$ cat config.mk
export PLATFORM = sky130hd
export DESIGN_NAME = ontransit_burst_seq
export DESIGN_NICKNAME = d
export VERILOG_FILES = /design/src/rtl/ontransit_pkg.sv /design/src/rtl/burst_beat_ctr.sv /design/src/rtl/ontransit_burst_seq.sv
export SDC_FILE = /design/constraint.sdc
export NUM_CORES = 1
export LEC_CHECK = 0
export CORE_MARGIN = 2
export CORE_UTILIZATION = 47
export CTS_BUF_LIST = sky130_fd_sc_hd__clkbuf_2 sky130_fd_sc_hd__clkbuf_4 sky130_fd_sc_hd__clkbuf_8
export DETAILED_ROUTE_END_ITERATION = 8
export HOLD_SLACK_MARGIN = 0.1
export PLACE_DENSITY_LB_ADDON = 0.12
export SETUP_SLACK_MARGIN = 0.3
export SLEW_MARGIN = 20
export SYNTH_ARGS = -nofsm -noshare
export SYNTH_HDL_FRONTEND = slang
export SYNTH_SLANG_ARGS = --single-unit
$ cat constraint.sdc
create_clock -name clk -period 1.5 [get_ports clk]
set_input_delay 0.3 -clock clk [delete_from_list [all_inputs] [get_ports clk]]
set_output_delay 0.3 -clock clk [all_outputs]
set_load 0.005 [all_outputs]
$ cat src/rtl/ontransit_pkg.sv
// Shared definitions for the on-transit FSM family: state encoding and default widths.
package ontransit_pkg;

  localparam int DEFAULT_CNT_W = 8;

  typedef enum logic [1:0] {
    IDLE  = 2'd0,
    RUN   = 2'd1,
    PAUSE = 2'd2,
    LAST  = 2'd3
  } state_t;

endpackage

$ cat src/rtl/burst_beat_ctr.sv
// Burst bookkeeping: remaining-beat down-counter and issued-beat up-counter,
// both steered by single-cycle load/clear/dec strobes from the sequencer FSM.
module burst_beat_ctr
  import ontransit_pkg::*;
#(
  parameter int CNT_W = DEFAULT_CNT_W
) (
  input  logic             clk,
  input  logic             rst_n,
  input  logic             load,
  input  logic             clear,
  input  logic             dec,
  input  logic [CNT_W-1:0] len,
  output logic [CNT_W-1:0] rem,
  output logic [CNT_W-1:0] beat_cnt
);

  // NOTE: sequential state uses non-blocking assignments so every register
  // samples pre-edge values regardless of statement order.
  always_ff @(posedge clk or negedge rst_n) begin
    if (!rst_n) begin
      rem      <= '0;
      beat_cnt <= '0;
    end else if (load) begin
      rem      <= len;
      beat_cnt <= '0;
    end else if (clear) begin
      rem      <= '0;
      beat_cnt <= '0;
    end else if (dec) begin
      rem      <= rem - 1'b1;
      beat_cnt <= beat_cnt + 1'b1;
    end
  end

endmodule

$ cat src/rtl/ontransit_burst_seq.sv
// Burst sequencer: one registered step pulse per beat, with stall, abort,
// zero-length bursts and a one-cycle LAST cooldown before the next request.
module ontransit_burst_seq
  import ontransit_pkg::*;
#(
  parameter int CNT_W = DEFAULT_CNT_W
) (
  input  logic             clk,
  input  logic             rst_n,
  input  logic             start,
  input  logic [CNT_W-1:0] len,
  input  logic             hold,
  input  logic             abort,
  output logic             step,
  output logic             done,
  output logic             aborted,
  output logic             busy,
  output logic [CNT_W-1:0] beat_cnt
);

  state_t           state, nx_state;
  logic             nx_step, nx_done, nx_aborted, nx_busy;
  logic             ctr_load, ctr_clear, ctr_dec;
  logic [CNT_W-1:0] rem;

  burst_beat_ctr #(.CNT_W(CNT_W)) u_ctr (
    .clk      (clk),
    .rst_n    (rst_n),
    .load     (ctr_load),
    .clear    (ctr_clear),
    .dec      (ctr_dec),
    .len      (len),
    .rem      (rem),
    .beat_cnt (beat_cnt)
  );

  // NOTE: every signal written here gets a default first, so no path can
  // leave it unassigned and infer a latch.
  always_comb begin
    nx_state   = state;
    nx_step    = 1'b0;
    nx_done    = 1'b0;
    nx_aborted = 1'b0;
    ctr_load   = 1'b0;
    ctr_clear  = 1'b0;
    ctr_dec    = 1'b0;
    case (state)
      IDLE: begin
        if (start) begin
          if (len != '0) begin
            nx_state = RUN;
            ctr_load = 1'b1;
          end else begin
            nx_state  = LAST;
            nx_done   = 1'b1;
            ctr_clear = 1'b1;
          end
        end
      end
      RUN: begin
        if (abort) begin
          nx_state   = LAST;
          nx_aborted = 1'b1;
        end else if (hold) begin
          nx_state = PAUSE;
        end else begin
          nx_step = 1'b1;
          ctr_dec = 1'b1;
          if (rem == CNT_W'(1)) begin
            nx_done  = 1'b1;
            nx_state = LAST;
          end
        end
      end
      PAUSE: begin
        if (abort) begin
          nx_state   = LAST;
          nx_aborted = 1'b1;
        end else if (!hold) begin
          nx_state = RUN;
        end
      end
      LAST:    nx_state = IDLE;
      default: nx_state = IDLE;
    endcase
    nx_busy = (nx_state != IDLE);
  end

  always_ff @(posedge clk or negedge rst_n) begin
    if (!rst_n) begin
      state   <= IDLE;
      step    <= 1'b0;
      done    <= 1'b0;
      aborted <= 1'b0;
      busy    <= 1'b0;
    end else begin
      state   <= nx_state;
      step    <= nx_step;
      done    <= nx_done;
      aborted <= nx_aborted;
      busy    <= nx_busy;
    end
  end

`ifndef SYNTHESIS
  // Readable state label for waveform viewers and debug prints.
  function automatic string state_name(state_t s);
    case (s)
      IDLE:    return "IDLE";
      RUN:     return "RUN";
      PAUSE:   return "PAUSE";
      LAST:    return "LAST";
      default: return "UNKNOWN";
    endcase
  endfunction
`endif

endmodule

==> reports/metrics.yaml, run 1 <==
max_clock_freq_mhz: 673
yosys_warnings: 0
power_frac_comb: 0.490
ys_types: 34
grt_pass1_vias: 1015
p_leak_nw: 0.834
die_area_um2: 2970
r2r_start: "state[1]"
die-height_um: 54.5
cp_cell_sequence: "inv_2, ha_4, nor3b_4, buf_12, nand4b_1, xor2_1, o21ai_1"
status: "finished clean"
max_slew_margin: 0.774
antenna_found_initial: 0
dpl_cell_area_um2: 1610
required_ns: 1.71
num_antenna_cells: 0
wl_per_cell_um: 13.3
fin_nets: 192
cp.depth: 7
drc: 0
rsz0062_at_grt: "yes"
layout.cells.non_filler: 202
critical-path-slowest-cell: "dfrtp_1"
placedCellCount: 186
cts_hold_buf: 0
p_seq_frac: 0.341
hold_path_class: "primary input to async pin"
vias: 1036
cap_viol_max_count: 0
synth.avg_cell_area_um2: 9.92
crit_type: "flip-flop to flip-flop"
seq_area_frac_synth: 0.459
clkTransAtPathRegs_ns: 0.12
synth_cells: 121
r2r_cells: 7
cp_max_fo: 17
viasPerCell: 5.13
r2r_end: "u_ctr.rem[5]"
crit_start: "state[1]"
p_switching_uw: 947
crit_path_end_kind: "flip-flop"
syn_to_final_growth_pct: 44.7
gp_congestion: 0.793
finalSetupViolCount: 0
numCtsBuffers: 3
slew_viol_final: 0
r2r_setup_slack_ns: 0.01
ios: 25
drive_above_1_share: 0.355
p_int_mw: 1.75
worstPathArrival_ns: 1.70
place.detailed.hpwl_um: 1870
grt_overflow: 0
cts_buffer_depth: 2
skew_ns: 0.000667
synth_seq_cells: 22
io_buffers: 24
fin_area_um2: 1740
critical-path-top-delay-family: "flip-flops"
grt_max_degree: 23
ir_drop_v: 0.00105
cts_tree: "done"
max_stage_delay_ns: 0.42
grt_use_total: 0.205
clkPwrFrac: 0.168
cp-start-kind: "flip-flop"
power_density_nw_per_um2: 1550
tightest_slew_ns: 0.336
swShare: 0.351
post-route-period-util: 0.991
synth_nets: 140
worst_skew_pair.late_latency_ns: 0.30
cp_num_buf_inv: 2
h-tree-depth: 1
min_period_ns: 1.49
rows: 18
cts_root_buf: "clkbuf_4"
start_util: 0.489
grt_first_pass_wirelength_um: 4360
numClockSinks: 22
ant_nets: 0
die_w_um: 54.5
wirelength_um: 2690
core_um2: 2450
syn_area_um2: 1200
cp-endpoint: "u_ctr.rem[5]"
hold_viol_final: 0
drt_iter0_markers: 16
dr.pass1.iters: 4
## timing repair
item,4_1_cts,5_1_grt
pin swaps,4,0
setup endpoints to repair,32,23
buffers inserted,11,1
endpoints found under the hold margin,0,0
gates resized for setup,54,7
## flip-flops by register name (all words and copies together) (netlist names)
signal and count:
u_ctr.beat_cnt 8, u_ctr.rem 8, state 2, aborted 1
busy 1, done 1, step 1
## power by group through the flow
stage | clock [mW] | combinational [mW] | sequential (mW)
final | 0.454 | 1.32 | 0.921
after global routing | 0.489 | 1.46 | 0.942
after CTS | 0.465 | 1.30 | 0.919
after detailed placement | 0 | 1.15 | 0.932
after global placement | 0 | 1.13 | 0.918
after floorplan | 0 | 0.680 | 0.927
## stage by stage
step	util	setup WS, ns	total power, mW	setup TNS [ns]	hold slack, ns
2_1_floorplan	-	-0.0201	1.61	-0.0201	0.00441
3_3_place_gp	0.655	-0.174	2.05	-1.95	0.523
3_5_place_dp	0.655	-0.187	2.09	-2.27	0.560
4_1_cts	0.706	0.00721	2.68	0	0.337
5_1_grt	0.707	-0.0991	2.89	-0.474	0.344
6_report	0.707	0.0141	2.70	0	0.333
## cell families after synthesis
group,count (synthesis),share of synthesized area
AND/OR/NAND/NOR,52,0.247
buffers and inverters,9,0.0355
XOR/XNOR,14,0.102
multiplexers,1,0.00834
AO/OA/AOI/OAI,17,0.0855
flip-flops,22,0.459
adder cells (fa/ha/maj),6,0.0626
## synth_stat cells
cell | instances | area, um2
o22ai_1 | 1 | 6.26
a211o_1 | 1 | 8.76
buf_2 | 1 | 5.00
clkbuf_1 | 2 | 7.51
mux2i_1 | 1 | 10.0
xor2_1 | 12 | 105
nor3b_4 | 1 | 18.8
and3_1 | 3 | 18.8
nand2b_1 | 2 | 12.5
nand4_1 | 3 | 18.8
nand4b_1 | 2 | 17.5
nor4_1 | 2 | 12.5
nor2_1 | 10 | 37.5
xnor2_1 | 2 | 17.5
and2_1 | 3 | 18.8
nor2_2 | 1 | 6.26
o21ai_0 | 5 | 25.0
nor3b_1 | 1 | 7.51
nand3b_1 | 1 | 7.51
dfrtp_1 | 22 | 551
o211ai_1 | 1 | 7.51
nand4_4 | 1 | 21.3
nand3_1 | 3 | 15.0
ha_1 | 6 | 75.1
nor4_2 | 1 | 12.5
a2111oi_1 | 1 | 10.0
o21ai_1 | 6 | 30.0
nand2_1 | 16 | 60.1
buf_6 | 1 | 11.3
inv_1 | 5 | 18.8
or2_2 | 1 | 6.26
a211oi_1 | 1 | 7.51
nor3_1 | 1 | 5.00
o31ai_1 | 1 | 7.51
## metal layers
layer | share of wire | track usage | up-vias
met1 | 0.45 | 0.257 | 487
met3 | 0.038 | 0.0273 | 4
met5 | 0 | 0 | -
met2 | 0.50 | 0.351 | 28
met4 | 0.013 | 0.0875 | 0
li1 | - | - | 517
## cell usage in the layout, fill, tap and decap left out, types with 3 or more instances in the layout
cell type	synthesis	routed
xor2_1	12	11
dfrtp_1	22	21
and3_1	3	3
clkdlybuf4s50_1	0	12
nand4_1	3	3
nand2_1	16	16
clkbuf_4	0	3
buf_4	0	24
ha_1	6	3
o21ai_0	5	3
buf_2	1	10
nor2_1	10	10
inv_2	0	3
o21ai_1	6	8
## final cells by class
class                           instances  area, um2
Inverter                                5       18.8
Clock buffer                            3       22.5
Clock inverter                          1       30.0
Tap cell                               30       37.5
Multi-Input combinational cell         90        673
Fill cell                             196        718
Sequential cell                        22        552
Timing Repair Buffer                   51        403
## worst min-delay path by stage
stage | endpoint | slack, ns
2_1_floorplan | aborted | 0.004
3_3_place_gp | u_ctr.beat_cnt[7] | 0.52
3_5_place_dp | u_ctr.beat_cnt[5] | 0.56
4_1_cts | step | 0.34
5_1_grt | u_ctr.beat_cnt[6] | 0.34
6_report | busy | 0.33
Note: power is estimated with default switching activity, not from simulation.
==> inputs of run 2 (changes only) <==
--- a/config.mk
+++ b/config.mk
@@ -6,7 +6,7 @@
 export NUM_CORES = 1
 export LEC_CHECK = 0
 export CORE_MARGIN = 2
-export CORE_UTILIZATION = 47
+export CORE_UTILIZATION = 45
 export CTS_BUF_LIST = sky130_fd_sc_hd__clkbuf_2 sky130_fd_sc_hd__clkbuf_4 sky130_fd_sc_hd__clkbuf_8
 export DETAILED_ROUTE_END_ITERATION = 8
 export HOLD_SLACK_MARGIN = 0.1
==> run 2 against run 1 <==
Against the previous run: the run now ends with negative setup slack left; maximum frequency shrank 4.8%; non-clock buffer count is the same; cell count is the same; routed wire length grew 11%; die area grew 4.1%; via count grew 4.5%; worst hold slack lost 0.00058 ns; worst setup slack lost 0.075 ns; clock skew grew 0.0027 ns; first-iteration DRC count grew 75%; largest cell class unchanged; largest power group unchanged.
==> reports/metrics.yaml, run 2 (synthesis gave the netlist of run 1 again) <==
antenna_found_initial: 0  # unchanged
die_area_um2: 3100  # +4.1%
rows: 18  # unchanged
layout_common_cells: "buf_4, dfrtp_1, nand2_1"
dp_slack_ns: -0.176  # +0.0107 ns
hold_viol_final: 0  # unchanged
crit_path_end_kind: "flip-flop"
fin_util: 0.683  # -0.0248
clkTransAtPathRegs_ns: 0.13  # about the same
grt_first_pass_wirelength_um: 5090  # +17%
drive_above_1_share: 0.331  # -0.0233
numCtsBuffers: 3  # unchanged
slew_viol_final: 0  # unchanged
die-height_um: 55.6  # +2.0%
worstPathArrival_ns: 1.78  # +0.08 ns
cts_buffer_depth: 2  # unchanged
seqCellArea_um2: 552  # unchanged
dr.pass1.iters: 4  # unchanged
p_leak_nw: 0.835  # +0.15%
worst_skew_pair.late_latency_ns: 0.31  # about the same
cp_max_fo: 9  # -8
power_density_nw_per_um2: 1550  # -0.39%
layout.cells.non_filler: 202  # unchanged
gp_congestion: 0.846  # +6.8%
post-route-period-util: 1.04  # +0.0497
required_ns: 1.72  # about the same
multi_input_area_um2: 656  # -2.6%
h-tree-depth: 1  # unchanged
worst_slack_ns: -0.0605  # -0.0746 ns
crit_type: "flip-flop to flip-flop"
cts_root_buf: "clkbuf_4"
vias: 1083  # +4.5%
finalSetupViolCount: 12  # +12
max_stage_delay_ns: 0.43  # about the same
cp_num_buf_inv: 2  # unchanged
grt_max_degree: 23  # unchanged
drc: 0  # unchanged
num_antenna_cells: 0  # unchanged
grt_use_total: 0.208  # +0.00348
wl_per_cell_um: 14.8  # +11%
fin_nets: 192  # unchanged
die_w_um: 55.6  # +2.0%
setup_tns_ns: -0.271  # -0.271 ns
cp_cell_sequence: "inv_2, ha_4, nor3b_4, buf_6, nand4_1, xor2_1, nor2_1"
final_common_cell: "buf_4"
power_mw: 2.64  # -2.1%
num-fill-cells: 197  # +0.51%
max_clock_freq_mhz: 641  # -4.8%
max_slew_margin: 0.741  # -0.0328
whs_ns: 0.332  # -0.000584 ns
min_period_ns: 1.56  # +0.0746 ns
skew_ns: 0.00339  # +0.00272 ns
grt_pass1_vias: 1144  # +13%
core_um2: 2500  # +1.8%
syn_to_final_growth_pct: 42.2
start_util: 0.480  # -0.00881
hold_path_class: "primary input to async pin"
status: "finished with violations"
fin_area_um2: 1710  # -1.7%
ir_drop_v: 0.000908  # -13%
placedCellCount: 186  # unchanged
cap_viol_max_count: 0  # unchanged
io_buffers: 24  # unchanged
viasPerCell: 5.36  # +4.5%
wirelength_um: 2990  # +11%
critical-path-top-delay-family: "flip-flops"
critical-path-slowest-cell: "dfrtp_1"
violations: "negative setup slack"
ant_nets: 0  # unchanged
place.detailed.hpwl_um: 1990  # +6.7%
rsz0062_at_grt: "yes"
cts_tree: "done"
numClockSinks: 22  # unchanged
drt_iter0_markers: 28  # +12
tightest_slew_ns: 0.385  # +0.0487 ns
cp-start-kind: "flip-flop"
grt_overflow: 0  # unchanged
largestRegisters: "u_ctr.beat_cnt: 8 flops, u_ctr.rem: 8 flops, state: 2 flops"
dpl_cell_area_um2: 1600  # -0.78%
ios: 25  # unchanged
==> run 2: worst register-to-register path: cells and delay by family, from the launching register on <==
kind / cells / cell delay [ns]
xor gates and xnor gates: 1 / 0.17
DFF: 1 / 0.43
adders and majority gates: 1 / 0.14
buffers and inverters: 2 / 0.29
and+or+nand+nor: 3 / 0.43
==> run 2: worst paths after layout <==
| kind | startpoint | endpoint | slack (ns) | cells past startpoint |
|---|---|---|---|---|
| setup reg to reg | state[1] | u_ctr.beat_cnt[4] | -0.06 | 7 |
| setup / recovery | state[1] | u_ctr.beat_cnt[4] | -0.06 | 7 |
| max in group asynchronous | rst_n | state[0] | 0.92 | 2 |
| hold reg to reg | u_ctr.rem[7] | u_ctr.rem[7] | 0.61 | 2 |
| hold / removal | rst_n | done | 0.33 | 2 |
| min in group clk | len[2] | u_ctr.rem[2] | 0.55 | 3 |
==> run 2: repair_timing <==
| action | in CTS | in global routing |
|---|---|---|
| endpoints found under the hold margin | 0 | 0 |
| resized for setup | 50 | 7 |
| pin swaps | 7 | 0 |
| hold buffers | 0 | 0 |
| endpoints found under the setup margin | 32 | 26 |
| setup buffers | 11 | 0 |
| cloned | 1 | 0 |
==> run 2: final cells by class <==
type | instances | area share
sequential | 22 | 0.323
clock inverter | 1 | 0.0176
clock buffer | 3 | 0.0132
tap | 30 | 0.0220
timing repair buffer | 51 | 0.229
inverter | 5 | 0.0110
multi-input combinational | 90 | 0.384
==> run 2: report_power, final <==
part,leakage [nW],switching (mW),internal [mW]
combinational,0.522,0.625,0.627
clock,0.0279,0.192,0.270
sequential,0.285,0.148,0.778
total,0.835,0.966,1.68
==> run 2: per-layer routing <==
layer  global-route usage  share of wire  vias up
met5                    0              0        -
met4               0.0976          0.031        0
met3               0.0372          0.051       12
met2                0.364           0.52       38
met1                0.247           0.40      518
li1                     -              -      515
==> patch (flow settings as in run 1) <==
Set the package constant `DEFAULT_CNT_W` to 12 (it was 8).
--- a/src/rtl/ontransit_pkg.sv
+++ b/src/rtl/ontransit_pkg.sv
@@ -1,7 +1,7 @@
 // Shared definitions for the on-transit FSM family: state encoding and default widths.
 package ontransit_pkg;
 
-  localparam int DEFAULT_CNT_W = 8;
+  localparam int DEFAULT_CNT_W = 12;
 
   typedef enum logic [1:0] {
     IDLE  = 2'd0,
Interface: changed (resized beat_cnt and len); port bits go from 25 to 33. The function was not compared with the original's and may differ.
==> patch against run 1 <==
- the flow now finishes with violations (negative setup slack)
- utilization grew 9.0 points
- setup slack got worse by 0.28 ns
- synthesized area up 34%
- wire length increased by 63%
- fmax fell by 16%
- power increased by 47%
- global-route usage increased by 4.1 points
- sequential cell count rose by 8
- first-iteration DRC count grew to 4.9 times the old value
- sequential share of layout area shrank 3.3 points
- final area rose by 52%
- highest routed layer unchanged
- count of clock-buffer cells in the layout rose by 4
==> patch: results <==
[global_routing]
use_met2_pct = 43.5
grt_pass1_vias = 1587
track_usage_pct = 24.6
grt_use_met3_pct = 6.31
grt_pass1_wl_um = 7390

[final_layout]
seq_cells = 30
fin_area_mm2 = 0.00264
reg_top3 = "u_ctr.beat_cnt: 12 flops, u_ctr.rem: 12 flops, state: 2 flops"
nets = 281
multi_input_area_share_pct = 38.9
regArea_um2 = 753
clock_cell_area_share_pct = 1.99
num-nonclk-inverters = 6
buf_share_pct = 27.5
drive_above_1_share_pct = 46.7
num-multi-input-gates = 130

[place]
placed_area_mm2 = 0.00227
dp_worst_setup_slack_ns = -0.490
hpwl_um = 2800
gp_congestion = 0.874

[worst_setup_path]
crit_family = "simple AND/OR/NAND/NOR gates"
cp_max_fo = 2
critPathSlowestCell = "or4_1"
slowest_delay_ns = 0.54

[run_status]
status = "finished, violations left"
violations = "negative setup slack"

[logic_synthesis]
synth_fa_ha_area_share_pct = 6.05
synthXorXnorAreaFrac_pct = 11.4
synth_nets = 195
synth_mux_area_share_pct = 0
synth_top_cells_by_area = "dfrtp_1 47%, xor2_1 7.6%, ha_1 5.4%, nor2_1 5.4%, nand2_1 5.1%"
yosysSeqAreaShare_pct = 46.5
synth_top_cells_by_count = "30 x dfrtp_1, 23 x nor2_1, 22 x nand2_1"

[sta]
final.setup_skew_ns = 0.00357
layout_setup_ws_ns = -0.263
setup-violations-final = 18
max-slew-margin-rel_pct = 65.0
fin_setup_tns_ns = -1.40

[clocking]
postCtsSetupRepairBufs = 15
path_clk_slew_ns = 0.09
clk_latency_ns = 0.33
cts.repair.resized = 98

[drt]
wl_met1_um = 1740
dr_wl_met2_um = 2350
wl_met3_um = 228
drt_iter0_drc = 78
viasPerCell = 5.19

[power]
vdd_drop_max_v = 0.00107
pg_comb_mw = 2.29
p_int_mw = 2.49
p_sw_mw = 1.49
p_leak_nw = 1.23
==> patch: cell types whose count changed after synthesis, sizes merged, moves of 3 or more <==
cell / before / now
nor2: 11 / 24
dfrtp: 22 / 30
nand2: 16 / 22
xnor2: 2 / 7
a21oi: 0 / 4
nand4: 4 / 7
nor4: 3 / 6
o21ai: 11 / 14
==> patch: worst paths after layout <==
| check | from | to | depth (start not counted) |
|---|---|---|---|
| worst min-delay path | rst_n | u_ctr.beat_cnt[3] | 2 |
| worst max register to register | u_ctr.rem[0] | busy | 6 |
| worst max-delay path | u_ctr.rem[0] | busy | 6 |
| worst min register to register | u_ctr.beat_cnt[4] | u_ctr.beat_cnt[4] | 2 |
| max in group asynchronous | rst_n | state[1] | 2 |
| min in group clk | len[6] | u_ctr.rem[6] | 3 |
==> patch: worst register-to-register path, cell delays in order, from the launching register on <==
cell and delay (ns):
dfrtp_1 0.42, ha_4 0.17, nor2b_4 0.12, nand4b_4 0.10
a311oi_2 0.10, a21o_1 0.18, or4_1 0.54
